## src/rtl/seq_restoring_divider.sv

```systemverilog
// Iterative restoring divider: 2*WIDTH-bit dividend by WIDTH-bit divisor,
// one quotient bit per clock, valid/ready on both sides.
module seq_restoring_divider #(
    parameter int WIDTH = 2
) (
    input  logic                 clk,
    input  logic                 rst_n,
    input  logic                 in_valid,
    output logic                 in_ready,
    input  logic [2*WIDTH-1:0]   dividend,
    input  logic [WIDTH-1:0]     divisor,
    output logic                 out_valid,
    input  logic                 out_ready,
    output logic [2*WIDTH-1:0]   quotient,
    output logic [WIDTH-1:0]     remainder,
    output logic                 div_by_zero
);

    localparam int DW = 2 * WIDTH;
    localparam int CW = $clog2(DW + 1);

    typedef enum logic [1:0] {
        IDLE,
        CALC,
        DONE
    } state_t;

    state_t            state_q, state_d;
    logic [WIDTH:0]    r_q, r_d;
    logic [DW-1:0]     q_q, q_d;
    logic [CW-1:0]     cnt_q, cnt_d;
    logic [WIDTH-1:0]  div_q, div_d;
    logic [DW-1:0]     quot_q, quot_d;
    logic [WIDTH-1:0]  rem_q, rem_d;
    logic              dbz_q, dbz_d;

    logic [WIDTH:0]    shifted;
    logic [WIDTH:0]    diff;

    // Partial remainder stays below the divisor, so diff's top bit is its sign.
    assign shifted = {r_q[WIDTH-1:0], q_q[DW-1]};
    assign diff    = shifted - {1'b0, div_q};

    always_comb begin
        state_d = state_q;
        r_d     = r_q;
        q_d     = q_q;
        cnt_d   = cnt_q;
        div_d   = div_q;
        quot_d  = quot_q;
        rem_d   = rem_q;
        dbz_d   = dbz_q;
        case (state_q)
            IDLE: begin
                if (in_valid) begin
                    div_d = divisor;
                    if (divisor == '0) begin
                        state_d = DONE;
                        quot_d  = '1;
                        rem_d   = '0;
                        dbz_d   = 1'b1;
                    end else begin
                        state_d = CALC;
                        r_d     = '0;
                        q_d     = dividend;
                        cnt_d   = CW'(DW);
                    end
                end
            end
            CALC: begin
                if (diff[WIDTH]) begin
                    r_d = shifted;
                end else begin
                    r_d = diff;
                end
                q_d   = {q_q[DW-2:0], ~diff[WIDTH]};
                cnt_d = cnt_q - CW'(1);
                if (cnt_q == CW'(1)) begin
                    state_d = DONE;
                    quot_d  = q_d;
                    rem_d   = r_d[WIDTH-1:0];
                    dbz_d   = 1'b0;
                end
            end
            DONE: begin
                if (out_ready) begin
                    state_d = IDLE;
                end
            end
            default: state_d = IDLE;
        endcase
    end

    always_ff @(posedge clk or negedge rst_n) begin
        if (!rst_n) begin
            state_q <= IDLE;
            r_q     <= '0;
            q_q     <= '0;
            cnt_q   <= '0;
            div_q   <= '0;
            quot_q  <= '0;
            rem_q   <= '0;
            dbz_q   <= 1'b0;
        end else begin
            state_q <= state_d;
            r_q     <= r_d;
            q_q     <= q_d;
            cnt_q   <= cnt_d;
            div_q   <= div_d;
            quot_q  <= quot_d;
            rem_q   <= rem_d;
            dbz_q   <= dbz_d;
        end
    end

    assign in_ready    = (state_q == IDLE);
    assign out_valid   = (state_q == DONE);
    assign quotient    = quot_q;
    assign remainder   = rem_q;
    assign div_by_zero = dbz_q;

endmodule
```

## config.mk

```make
export PLATFORM = sky130hd
export DESIGN_NAME = seq_restoring_divider
export DESIGN_NICKNAME = d
export VERILOG_FILES = /design/src/rtl/seq_restoring_divider.sv
export SDC_FILE = /design/constraint.sdc
export NUM_CORES = 1
export LEC_CHECK = 0
export BUFFER_PORTS_ARGS = -buffer_cell sky130_fd_sc_hd__clkbuf_2
export CAP_MARGIN = 20
export CELL_PAD_IN_SITES_DETAIL_PLACEMENT = 0
export CELL_PAD_IN_SITES_GLOBAL_PLACEMENT = 1
export CORE_MARGIN = 1.5
export CORE_UTILIZATION = 44
export CTS_BUF_LIST = sky130_fd_sc_hd__clkbuf_2
export CTS_CLUSTER_SIZE = 16
export DETAILED_ROUTE_END_ITERATION = 10
export MAX_ROUTING_LAYER = met4
export PLACE_DENSITY = 0.86
export REMOVE_ABC_BUFFERS = 1
export SETUP_SLACK_MARGIN = 0.5
export SYNTH_ARGS = -nofsm -noshare
export SYNTH_HDL_FRONTEND = slang
export SYNTH_SLANG_ARGS = --single-unit
```

## constraint.sdc

```tcl
create_clock -name clk -period 2.3 [get_ports clk]
set_input_delay 0.46 -clock clk [delete_from_list [all_inputs] [get_ports clk]]
set_output_delay 0.46 -clock clk [all_outputs]
set_load 0.005 [all_outputs]
```

* After elaboration in Yosys (flattened, before gate mapping)
Index checks and enable logic that the tools add are counted.
Word-level totals: output and inout port bits 9, latch bits 0, memories kept 0, RAM bits 0, memory bits (read-only) 0, flip-flop bits (word level) 20, bits of input ports 10
Operators by class: muxes and demuxes 27, bitwise operators 1, div/mod/pow operators 0, shift operators 0, add/sub/neg operators 2, order comparisons 0, equality and inequality tests 8, reductions and logical operators 7, $mul 0
Operators with widths (number):
- $mux W2 | 10
- $mux W4 | 5
- $pmux W4 S2 | 2
- $pmux W2 S2 | 2
- $mux W3 | 2
- $ne A2 B2 Y1 const B | 3
- $pmux W2 S3 | 1
- $pmux W3 S2 | 1
- $reduce_and A3 Y1 | 2
- $logic_not A2 Y1 | 2
- $ne A2 B1 Y1 const B | 2
- $reduce_and A4 Y1 | 1
- $eq A3 B1 Y1 const B | 1
- $mux W1 | 3
- $sub A3 B1 Y3 const B | 1
- $sub A3 B2 Y3 | 1
- $eq A2 B1 Y1 const B | 1
- $eq A2 B2 Y1 const B | 1
- $pmux W1 S2 | 1
- $reduce_and A2 Y1 | 1
- $reduce_bool A2 Y1 | 1
- $not A1 Y1 | 1

* Longest topological paths before layout
Gate-level depths: netlist of run 1.
depth in word-level cells 4, gate-level depth with buffers 6, mapped depth without buffers 6

* Worst setup path before layout of run 1
Ideal clock, no wire load.
path kind reg-to-reg, from reg q_q[3], to reg q_q[0], slack 0.543 ns, buffers on the path 0, stages on the path, launching flop included 7, data arrival time 1.632 ns, cells stage by stage dfrtp_1 inv_1 ha_1 fa_1 xnor2_1 mux2_2 mux2_2
On the way: word-level cells in the longest chain between the ends 3
Ends and longest elaborated chain:
- start: declaration | line 30 | logic [DW-1:0] q_q, q_d;
- start signal: assignment | line 107 | q_q <= q_d;
- $sub A3 B2 Y3 | line 42 | assign diff = shifted - {1'b0, div_q};
- $not A1 Y1 | line 76 | q_d = {q_q[DW-2:0], ~diff[WIDTH]};
- $pmux W4 S2 | line 53 | case (state_q)
No other way between the ends. A chain may end at the register's enable or synchronous reset.

* Worst setup path in the final report of run 1
Ends and elaborated chain as after synthesis.

==> summary.md, run 1 <==
Leakage dissipation: 0.000611 µW. The initial core utilization was 46.9%. The tools report the number of global-route vias before repair as 669. Counting stages on the worst path, the most repeated cell is mux2_2. The top cell type by area accounts for 47.7% of the synthesized area. Cells with a size suffix above 1 make up 37.2% of the layout.

In this run the standard cell core region covers 2230 µm². The run gives 2.56 ns as the data required time of the worst path. The kind of capture point of the worst setup path was a register. The clock arrives with 0.0211 ns of skew. The floorplan step defined a die boundary enclosing 2680 µm². In this run the core area contains 17 standard-cell rows. On the final layout, the worst hold slack is 0.0438 ns. The prevailing post-synth register cell was dfrtp_1.

The launching element type of the critical path was a register. In this run, synthesis produced a sequential element count of 20. Clock latency on the worst-skew pair, taken at its later pin, is 0.33 ns.

After detailed placement, the design holds a cell count of 136. For the max-capacitance violation count, the log shows 0. Global routing used 16.6% of the available tracks. The total clock sinks came out at 20. The area added between synthesis and finish is 19.0%. Routability-driven placement finished with a final weighted congestion of 0.827. The number of nets at the end of the flow is 128. The detailed router's first-iteration violation count is 8, and the final standard cell count with taps included and fillers excluded is 141. For the maximum vdd drop, the log shows 780 µV. The tools report the root cell of the clock tree as clkbuf_2. Setup violations remaining at the end of the flow were counted as 0.

Setup repair after global routing could not meet its margin everywhere. Largest area contributor in the synthesized netlist: dfrtp_1. Yosys instantiated no cell more often than dfrtp_1.

Setup total negative slack on the finished layout was measured at 0 ns. The cell count after synthesis was 93. For the routed metal-1 wire length, the log shows 849 µm. For the total clock buffers created by CTS, the log shows 3. Synthesis instantiated 26 different standard cells from the library.

After synthesis, the most frequently instantiated cells are 20 x dfrtp_1, 14 x inv_1, 10 x mux2i_1. TritonCTS built the clock tree. Summed over all nets, the half-perimeter wirelength after detailed placement is 1.27 mm.

Yosys mapped a number of flops with a built-in enable equal to 0. On the worst path, the slowest cell contributes a delay of 0.40 ns. At the pin with the least slew margin, the transition time is 0.500 ns.

The synthesized area per cell works out to 11.3 µm². The clock transition at the registers of the reported paths came out at 0.20 ns. After clock tree synthesis, the flow added hold-fix buffers numbering 0.

Sorting the synthesized cells by area gives the leading types as dfrtp_1 48%, mux2i_1 9.5%, mux2_2 8.6%. The worst setup path category is reg -> reg. The worst path uses 76.1% of the clock period. The slowest stage of the critical path belongs to the cell dfrtp_1. Of all nets on the critical path, the largest fanout is 4.

In the detailed route, the total length drawn on met2 is 887 µm. For this run, the detailed router's first-pass iteration total came to 3. The logs give 53 µm for the detailed-routed wire length on met3 and 0 for the post-detailed-route DRC marker count. After global routing the overflow that remains totals 0.

Once detail routing completed, the nets flagged for antenna violations numbered 0. In this run the horizontal extent of the chip is 51.8 µm. The async set-reset flop share out of synthesis was 100%. Summed over all layers, the routed wires come to 1.81 mm. Final antenna diode count: 0. The synthesized netlist occupies a cell area of 1050 µm². The final-report hold violation count is 0, and the worst path buffer plus inverter count is 1.

Detailed routing inserted a total of 695 vias. The run gives 1 as the number of H-tree levels. The tools report the final max-slew violation count as 0. Based on the critical path, the design can be clocked at up to 572 MHz. After layout, the minimum clock period comes to 1.75 ns.

The critical path goes through inv_2 > ha_4 > fa_2 > xnor2_4 > mux2_2 > mux2_2. The detail-routed via count per cell is 4.93. The count of warnings emitted by yosys was 0. In this run the register-to-register setup slack is 0.55 ns. The fraction of the yosys area taken by sequential cells is 47.7%. The clock passes through at most 2 buffers. The worst pin sits at a relative slew slack of 66.7%.

In this run the worst hold path is classified as in -> async. The flow ran to the end, and the final reports show no timing, DRC or antenna violations. The first global-routing pass estimated 3.10 mm of wire. Entering global routing, the biggest net connects 21 pins.

After detailed routing, the average wire length per cell comes to 12.9 µm. The highest metal layer carrying signal wires in the routed design is met4. The number of primary I/O pins came out at 19. The run gives 0 as the number of antenna violations at the first check in global routing. In this run the power density over the cells is 1550 nW/µm². STA puts the critical path data arrival time at 2.00 ns.

The die is 51.8 µm tall. The count of buffers added on input and output ports is 18. In this design, the largest share of critical-path delay is due to adder cells.
## worst paths after layout
path                         startpoint           end  depth (start not counted)
setup / recovery                 q_q[3]        q_q[0]                          6
hold / removal                    rst_n        q_q[3]                          1
setup reg to reg                 q_q[3]        q_q[0]                          6
hold reg to reg            remainder[1]  remainder[1]                          2
max in group asynchronous         rst_n    state_q[1]                          1
min in group clk              out_ready    state_q[1]                          3
## worst reg2reg max path: cells and delay by family (launching register included)
family     cells  cell delay [ns]
buf+inv        1             0.06
mux            2             0.52
xor+xnor       1             0.16
fa+ha+maj      2             0.52
flops          1             0.40
## metal layers
| layer | vias up | global-route usage [%] |
|---|---|---|
| met4 | 0 | 9.21 |
| met1 | 333 | 21.0 |
| met5 | - | - |
| met3 | 2 | 2.87 |
| met2 | 11 | 25.4 |
| li1 | 349 | - |
## state kept, by name, summed over array words and instances (netlist names)
name	cells
cnt_q	3
div_by_zero	1
div_q	2
q_q	4
quotient	4
r_q	2
remainder	2
state_q	2
## cell type report
class / count / area, µm²
clock buffers: 3 / 15.0
clock inverters: 1 / 30.0
fillers: 195 / 986
inverters: 14 / 52.6
multi-input cells: 56 / 515
flip-flops and latches: 20 / 502
well taps: 28 / 35.0
repair buffers: 19 / 97.6
## power breakdown
group	switching, µW	internal, µW	leakage [µW]
Combinational	447	532	0.000352
Clock	112	150	0.0000266
Sequential	166	526	0.000232
## kinds of logic (layout without fill, tap and decap cells)
| kind of cell | after synthesis | after routing | synth area share [%] |
|---|---|---|---|
| XOR/XNOR | 1 | 1 | 0.835 |
| flip-flops | 20 | 20 | 47.7 |
| AO/OA/AOI/OAI | 13 | 13 | 9.67 |
| adder cells (fa/ha/maj) | 4 | 4 | 5.49 |
| buffers and inverters | 17 | 37 | 6.68 |
| multiplexers | 18 | 18 | 18.1 |
| AND/OR/NAND/NOR | 20 | 20 | 11.5 |
## placed cells by master, fill, tap and decap left out, types with 2 or more instances in the layout
master     n
nand2_1    2
nand2b_1   2
dfrtp_1   19
nor3b_1    2
and3b_1    2
nor2_1     8
inv_1     13
mux2i_1    9
ha_1       2
a21oi_4    2
mux2_2     8
clkbuf_2  21
a21oi_1    3
o21ai_0    2
## per-stage QoR
step	utilization, %	power, µW	setup WS, ns	cell area [µm²]
after floorplan	-	1320	0.543	1030
after global placement	51.8	1530	0.471	1160
after detailed placement	51.8	1550	0.379	1160
after CTS	54.8	1880	0.503	1220
after global routing	55.9	2100	0.496	1250
final	55.9	1930	0.551	1250
## what timing repair did
| item | in CTS | in global routing |
|---|---|---|
| endpoints found under the setup margin | 5 | 6 |
| cloned | 0 | 0 |
| pin swaps | 2 | 1 |
| setup buffers | 0 | 1 |
| gates resized for setup | 4 | 5 |
| hold endpoints to repair | 0 | 0 |
Power figures use the tool's default switching activity.
==> inputs of run 2 (changes only) <==
--- a/config.mk
+++ b/config.mk
@@ -10,12 +10,12 @@
 export CELL_PAD_IN_SITES_DETAIL_PLACEMENT = 0
 export CELL_PAD_IN_SITES_GLOBAL_PLACEMENT = 1
 export CORE_MARGIN = 1.5
-export CORE_UTILIZATION = 44
+export CORE_UTILIZATION = 40
 export CTS_BUF_LIST = sky130_fd_sc_hd__clkbuf_2
 export CTS_CLUSTER_SIZE = 16
 export DETAILED_ROUTE_END_ITERATION = 10
 export MAX_ROUTING_LAYER = met4
-export PLACE_DENSITY = 0.86
+export PLACE_DENSITY = 0.82
 export REMOVE_ABC_BUFFERS = 1
 export SETUP_SLACK_MARGIN = 0.5
 export SYNTH_ARGS = -nofsm -noshare
==> constraint.sdc (replaced) <==
create_clock -name clk -period 1.6 [get_ports clk]
set_input_delay 0.32 -clock clk [delete_from_list [all_inputs] [get_ports clk]]
set_output_delay 0.32 -clock clk [all_outputs]
set_load 0.005 [all_outputs]
==> run 2 against run 1 <==
  * The run now ends with setup timing left
  * Final area increased by 31%
  * Fmax decreased by 2.4%
  * Die area increased by 9.4%
  * Flip-flop and latch count unchanged
  * Setup slack got worse by 0.74 ns
  * Hold slack improved by 0.18 ns
  * Cell count increased by 20%
==> summary.md, run 2 (synthesized netlist as in run 1, its figures left out) <==
The switching part of the total power works out to 37.8% (was 37.5%). The final weighted congestion in routability-driven placement is 0.722 (was 0.827), and the internal power of the cells is 2340 µW (was 1210 µW). The post-detailed-route DRC marker count is 0 (unchanged), and the number of nets at the end of the flow is 154 (was 128). The data required time of the worst path was 1.84 ns (was 2.56 ns); the count of input and output buffers was 18 (unchanged).

The tools report the row count as 18 (was 17). The final antenna diode count is 0 (unchanged). Setup repair after global routing could not meet its margin everywhere. Area of the placeable core: 2480 µm² (was 2230 µm²). The floorplan die height came out at 54.2 µm (was 51.8 µm). The run gives 558 MHz (was 572 MHz) as the fmax. The tools report the detailed router's first-iteration violation count as 7 (was 8).

The checks that failed: setup timing. For the via total after detailed routing, the log shows 821 (was 695). The kind of capture point of the worst setup path is a register (unchanged). Total power per unit cell area: 2310 nW/µm² (was 1550 nW/µm²).

Kind of cell adding the most delay to the critical path: adder cells (unchanged). The worst path buffer plus inverter count works out to 0 (was 1). The logs give 68.7% (was 50.6%) for the share of power burned in combinational logic and 1420 µW (was 725 µW) for the switching component of the power. For the setup TNS, the log shows -0.719 ns (was 0 ns).

The detail-routed via count per cell is 4.86 (was 4.93). For the number of instances in the placed design, the log shows 144 (was 136). Largest fanout on the critical path: 4 (unchanged).

Minimum period implied by the final worst setup slack: 1.79 ns (was 1.75 ns). The initial core utilization is 42.3% (was 46.9%). The maximum count of clock buffers along a single path is 2 (unchanged), and the cell area after placement is 1200 µm² (was 1160 µm²).

The wire length of the first global-routing pass was 3.75 mm (was 3.10 mm). Number of antenna violations at the first check in global routing: 0 (unchanged). The ratio of cells with drive above 1 in the final layout is 60.4% (was 37.2%). The critical path's largest stage delay was 0.46 ns (was 0.40 ns).

The logs give 21 (unchanged) for the largest net degree at the start of global routing and 0 (unchanged) for the final max-slew violation count. The leakage dissipation came out at 0.000802 µW (was 0.000611 µW). The finished layout cell area was 1630 µm² (was 1250 µm²). The run gives 0 (unchanged) as the total congestion overflow. The sequential share of power is 25.3% (was 35.8%).

The run gives 0.00933 ns (was 0.0211 ns) as the worst clock skew. The logs give 1 (unchanged) for the number of H-tree levels and 188 (was 195) for the count of filler cells inserted in the layout. The detailed-route wire length is 2.55 mm (was 1.81 mm). The worst setup path category was reg -> reg (unchanged). The transition time at the pin with the least slew margin is 0.514 ns (was 0.500 ns), and the clock network fraction of design power is 5.9% (was 13.6%). The remaining antenna violation count came out at 0 (unchanged).

TritonCTS built the clock tree. The tools report the root cell of the clock tree as clkbuf_2 (unchanged). The clock transition at the registers of the reported paths is 0.21 ns (was 0.20 ns). The worst slew margin relative to its limit was 65.8% (was 66.7%). CP Cell Sequence: ha_4 > fa_2 > xnor2_4 > mux2_4 > mux2_4 (was inv_2 > ha_4 > fa_2 > xnor2_4 > mux2_2 > mux2_2). The logs give 2940 µm² (was 2680 µm²) for the total die area and 4 (was 3) for the first-pass detailed-route iteration total.

For the total clock buffers created by CTS, the log shows 3 (unchanged). The number of global-route vias before repair is 804 (was 669). For the utilization after layout, the log shows 65.8% (was 55.9%).

Slowest library cell on the worst path: dfrtp_1 (unchanged). The detailed-routed wire length on met3 came out at 37 µm (was 53 µm). The flow ran to the end, but the final reports show violations. For the routed metal-1 wire length, the log shows 1.16 mm (was 849 µm). The worst-case setup margin in the final layout is -0.192 ns (was 0.551 ns), and the data arrival time of the critical path is 2.04 ns (was 2.00 ns). The tools report the number of primary I/O pins as 19 (unchanged). The overall routing resource usage was 19.1% (was 16.6%). The most prevalent standard cell on the critical path is mux2_4 (was mux2_2). The worst hold-check path type was in -> reg (was in -> async). The tools report the setup slack on the worst flop-to-flop path as -0.19 ns (was 0.55 ns). The per-cell routed wire length was 15.1 µm (was 12.9 µm). Highest-count cells in the layout ignoring fill and taps: 17 x clkbuf_2, 17 x dfrtp_1, 12 x buf_6, 12 x buf_4, 11 x inv_1 (was 21 x clkbuf_2, 19 x dfrtp_1, 13 x inv_1, 9 x mux2i_1).

Uppermost layer routed: met4 (unchanged). The tools report the final standard cell count with taps included and fillers excluded as 169 (was 141). The logs give 1.30 mm (was 887 µm) for the met2 wirelength from detailed routing and 5 (was 0) for the setup violation total in the final timing report. The area added between synthesis and finish was 55.4% (was 19.0%).

The run gives 0 (unchanged) as the max-capacitance violation count. The ratio of final minimum period to clock period works out to 112% (was 76.1%). The logs give 1210 µV (was 780 µV) for the maximum vdd drop and 0.33 ns (about the same) for the insertion delay of the later-clocked pin in the worst-skew pair. The die span in x is 54.2 µm (was 51.8 µm), and the total clock sinks is 20 (unchanged).

The launching element type of the critical path was a register (unchanged). The final-report hold violation count was 0 (unchanged); the detailed-placement wirelength estimate was 1.52 mm (was 1.27 mm).
-- run 2: tightest hold or removal path, cell delays in order --
cell and delay, ns:
clkbuf_2 0.08, inv_1 0.04, a21o_1 0.09
-- run 2: cell type report --
cell class | count | area, µm² | area share [%]
clock buffers | 3 | 15.0 | 0.922
clock inverters | 1 | 3.75 | 0.230
inverters | 14 | 65.1 | 3.99
multi-input cells | 56 | 638 | 39.2
flip-flops and latches | 20 | 504 | 31.0
well taps | 30 | 37.5 | 2.30
repair buffers | 45 | 365 | 22.4
-- run 2: worst paths after layout --
path,startpoint,to,cells after the start
setup / recovery,div_q[0],q_q[0],5
hold / removal,out_ready,state_q[1],3
setup reg to reg,div_q[0],q_q[0],5
hold reg to reg,quotient[2],quotient[2],2
max in group asynchronous,rst_n,state_q[1],2
min in group asynchronous,rst_n,div_by_zero,2
-- run 2: power by group through the flow --
stage	clock network, µW	registers [µW]	logic, µW
after floorplan	0	935	958
after global placement	0	925	1410
after detailed placement	0	936	1440
after CTS	224	937	2170
after global routing	247	986	2790
final	224	954	2590
-- run 2: metrics by stage --
stage / worst slack [ns] / power [µW] / hold slack [ns]
detailed placement: -0.301 / 2380 / 0.314
finish: -0.192 / 3760 / 0.221
global placement: -0.232 / 2330 / 0.311
floorplan: -0.157 / 1890 / 0.0244
global route: -0.216 / 4020 / 0.225
CTS: -0.176 / 3330 / 0.212
-- run 2: repair_timing --
action,in CTS,in global routing
setup buffers,13,7
hold endpoints to repair,20,0
pin swaps,9,11
resized for setup,39,22
hold buffers,1,0
setup endpoints to repair,29,29
-- run 2: layer usage --
metal  up-vias  global-route usage (%)
li1        407                       -
met1       400                    24.9
met2         9                    29.5
met3         5                    2.50
met4         0                    8.75
met5         -                       -
==> inputs of run 3 (changes only) <==
--- a/config.mk
+++ b/config.mk
@@ -5,17 +5,17 @@
 export SDC_FILE = /design/constraint.sdc
 export NUM_CORES = 1
 export LEC_CHECK = 0
-export BUFFER_PORTS_ARGS = -buffer_cell sky130_fd_sc_hd__clkbuf_2
 export CAP_MARGIN = 20
 export CELL_PAD_IN_SITES_DETAIL_PLACEMENT = 0
 export CELL_PAD_IN_SITES_GLOBAL_PLACEMENT = 1
 export CORE_MARGIN = 1.5
-export CORE_UTILIZATION = 40
+export CORE_UTILIZATION = 45
 export CTS_BUF_LIST = sky130_fd_sc_hd__clkbuf_2
 export CTS_CLUSTER_SIZE = 16
 export DETAILED_ROUTE_END_ITERATION = 10
+export DONT_BUFFER_PORTS = 1
 export MAX_ROUTING_LAYER = met4
-export PLACE_DENSITY = 0.82
+export PLACE_DENSITY = 0.81
 export REMOVE_ABC_BUFFERS = 1
 export SETUP_SLACK_MARGIN = 0.5
 export SYNTH_ARGS = -nofsm -noshare
==> run 3 against run 2 <==
  * The flow still finishes with violations (setup timing)
  * Count of clock-buffer cells in the layout unchanged
  * Clock skew rose by 0.0014 ns
  * Setup slack better by 0.014 ns
  * Critical endpoint unchanged
  * Non-clock buffer count is 22 lower
  * Register-to-register slack about the same
  * Clock power is 72% higher
  * Sequential share of layout area rose by 2.3 points
  * Critical path depth stayed put
==> summary.md, run 3 (synthesized netlist as in run 1, its figures left out) <==
The fmax is 562 MHz (was 558 MHz), and the worst clock skew is 0.0107 ns (was 0.00933 ns). The worst hold-check path type is in -> reg (unchanged). The number of global-route vias before repair was 740 (was 804); the worst hold slack was 0.107 ns (was 0.221 ns). The die span in x was 51.3 µm (was 54.2 µm).

The tools report the detailed router's first-iteration violation count as 14 (was 7). The minimum period implied by the final worst setup slack was 1.78 ns (was 1.79 ns); the max-capacitance violation count was 0 (unchanged). The ratio of cells with drive above 1 in the final layout was 50.4% (was 60.4%).

The remaining antenna violation count is 0 (unchanged), and the setup slack on the worst flop-to-flop path is -0.18 ns (was -0.19 ns). For the first-pass detailed-route iteration total, the log shows 4 (unchanged). Maximum vdd drop: 1400 µV (was 1210 µV). The logs give -0.178 ns (was -0.192 ns) for the worst-case setup margin in the final layout and 170 (was 188) for the count of filler cells inserted in the layout. Setup repair after global routing could not meet its margin everywhere.

The setup TNS came out at -0.444 ns (was -0.719 ns). The total power per unit cell area was 2390 nW/µm² (was 2310 nW/µm²); the total clock buffers created by CTS was 3 (unchanged). The largest net degree at the start of global routing came out at 21 (unchanged). The ratio of final minimum period to clock period was 111% (was 112%).

Launching element type of the critical path: a register (unchanged). The data arrival time of the critical path is 2.02 ns (was 2.04 ns), and the detail-routed via count per cell is 5.10 (was 4.86). The tools report the kind of capture point of the worst setup path as a register (unchanged). The final weighted congestion in routability-driven placement is 0.704 (was 0.722).

Overall routing resource usage: 18.6% (was 19.1%). The tools report the worst min-delay path startpoint as divisor[1] (was out_ready). The logs give 0 (unchanged) for the final-report hold violation count and 47.4% (was 42.3%) for the initial core utilization. Violations in the final reports: setup timing (unchanged).

The via total after detailed routing is 740 (was 821), and the row count is 17 (was 18). The flow ran to the end, but the final reports show violations. The insertion delay of the later-clocked pin in the worst-skew pair was 0.34 ns (was 0.33 ns); the utilization after layout was 68.4% (was 65.8%). The tools report the reg-to-reg startpoint as div_q[0] (unchanged). The run gives 2 (unchanged) as the maximum count of clock buffers along a single path.

For the area of the placeable core, the log shows 2210 µm² (was 2480 µm²). The logs give 132 (was 154) for the number of nets at the end of the flow and 2630 µm² (was 2940 µm²) for the total die area. The leakage dissipation was 0.000730 µW (was 0.000802 µW). The root cell of the clock tree is clkbuf_2 (unchanged). The tools report the overall power after layout as 3610 µW (was 3760 µW). Per-cell routed wire length: 15.6 µm (was 15.1 µm). TritonCTS built the clock tree. Beginning of the critical path: div_q[0] (unchanged). Worst setup path category: reg -> reg (unchanged). The depth of the worst register-to-register path was 5 (unchanged). The run gives 1.85 ns (was 1.84 ns) as the data required time of the worst path. Number of H-tree levels: 1 (unchanged). For the final max-slew violation count, the log shows 0 (unchanged). Count of input and output buffers: 0 (was 18).

The largest fanout on the critical path is 4 (unchanged). The total congestion overflow is 0 (unchanged). The wire length of the first global-routing pass came out at 3.42 mm (was 3.75 mm).

The number of antenna violations at the first check in global routing is 0 (unchanged). Final antenna diode count: 0 (unchanged). The endpoint of the most critical register-to-register path is q_q[0] (unchanged). The endpoint of the worst hold path was div_q[1] (was state_q[1]). The worst slew margin relative to its limit was 40.1% (was 65.8%); the clock transition at the registers of the reported paths was 0.21 ns (about the same).

Highest-count cells in the layout ignoring fill and taps: 18 x dfrtp_1, 13 x buf_6, 12 x inv_1, 10 x mux2i_1, 8 x buf_4 (was 17 x clkbuf_2, 17 x dfrtp_1, 12 x buf_6, 12 x buf_4, 11 x inv_1). The floorplan die height came out at 51.3 µm (was 54.2 µm). For the detailed-placement wirelength estimate, the log shows 1.41 mm (was 1.52 mm).

For the setup violation total in the final timing report, the log shows 5 (unchanged). The number of primary I/O pins is 19 (unchanged). The transition time at the pin with the least slew margin was 0.898 ns (was 0.514 ns); the area added between synthesis and finish was 44.4% (was 55.4%). The total clock sinks was 20 (unchanged). The library cell used most frequently in the layout, excluding fill and tap cells, is dfrtp_1. The post-detailed-route DRC marker count is 0 (unchanged), and the detailed-route wire length is 2.27 mm (was 2.55 mm). The worst hold path stage count works out to 1 (was 3).
run 3: worst max-delay path: stages (launching register included):
cell	delay (ns)
dfrtp_1	0.45
ha_4	0.17
fa_2	0.38
xnor2_4	0.16
mux2_4	0.27
mux2_4	0.25
run 3: worst max-delay path by stage:
stage,end,slack [ns],cells after the start
after floorplan,q_q[0],-0.16,6
after global placement,r_q[1],-0.21,6
after detailed placement,r_q[1],-0.30,6
after CTS,q_q[0],-0.22,6
after global routing,q_q[0],-0.22,6
final,q_q[0],-0.18,5
run 3: area by class of cell:
type / instances / area, µm² / area share (%)
Tap cell: 28 / 35.0 / 2.31
Sequential cell: 20 / 503 / 33.2
Inverter: 14 / 52.6 / 3.47
Multi-Input combinational cell: 56 / 639 / 42.2
Clock inverter: 1 / 30.0 / 1.98
Clock buffer: 3 / 15.0 / 0.992
Timing Repair Buffer: 23 / 239 / 15.8
run 3: report_power, final:
| part | total [µW] | internal, µW | leakage, µW | switching (µW) |
|---|---|---|---|---|
| registers | 975 | 760 | 0.000231 | 215 |
| logic | 2250 | 1330 | 0.000473 | 922 |
| clock network | 385 | 216 | 0.0000266 | 169 |
run 3: metrics by stage:
step / cell area, µm² / setup WS (ns) / instances
after floorplan: 1030 / -0.157 / 90
after detailed placement: 1120 / -0.296 / 125
after CTS: 1310 / -0.215 / 135
final: 1510 / -0.178 / 145
after global placement: 1120 / -0.210 / 125
after global routing: 1510 / -0.224 / 145
run 3: timing repair:
action                                 in CTS  in global routing
pin swaps                                   7                  6
resized for setup                          20                 35
endpoints found under the hold margin      20                  0
hold buffers                                1                  0
buffers inserted                            5                 10
setup endpoints to repair                  29                 49
run 3: metal layers:
| metal | vias to the layer above | global-route usage, % | part of all wire (%) |
|---|---|---|---|
| met3 | 4 | 7.60 | 5.9 |
| met4 | 0 | 3.95 | 0.84 |
| li1 | 355 | - | - |
| met2 | 24 | 27.5 | 47 |
| met5 | - | - | 0 |
| met1 | 357 | 24.2 | 46 |
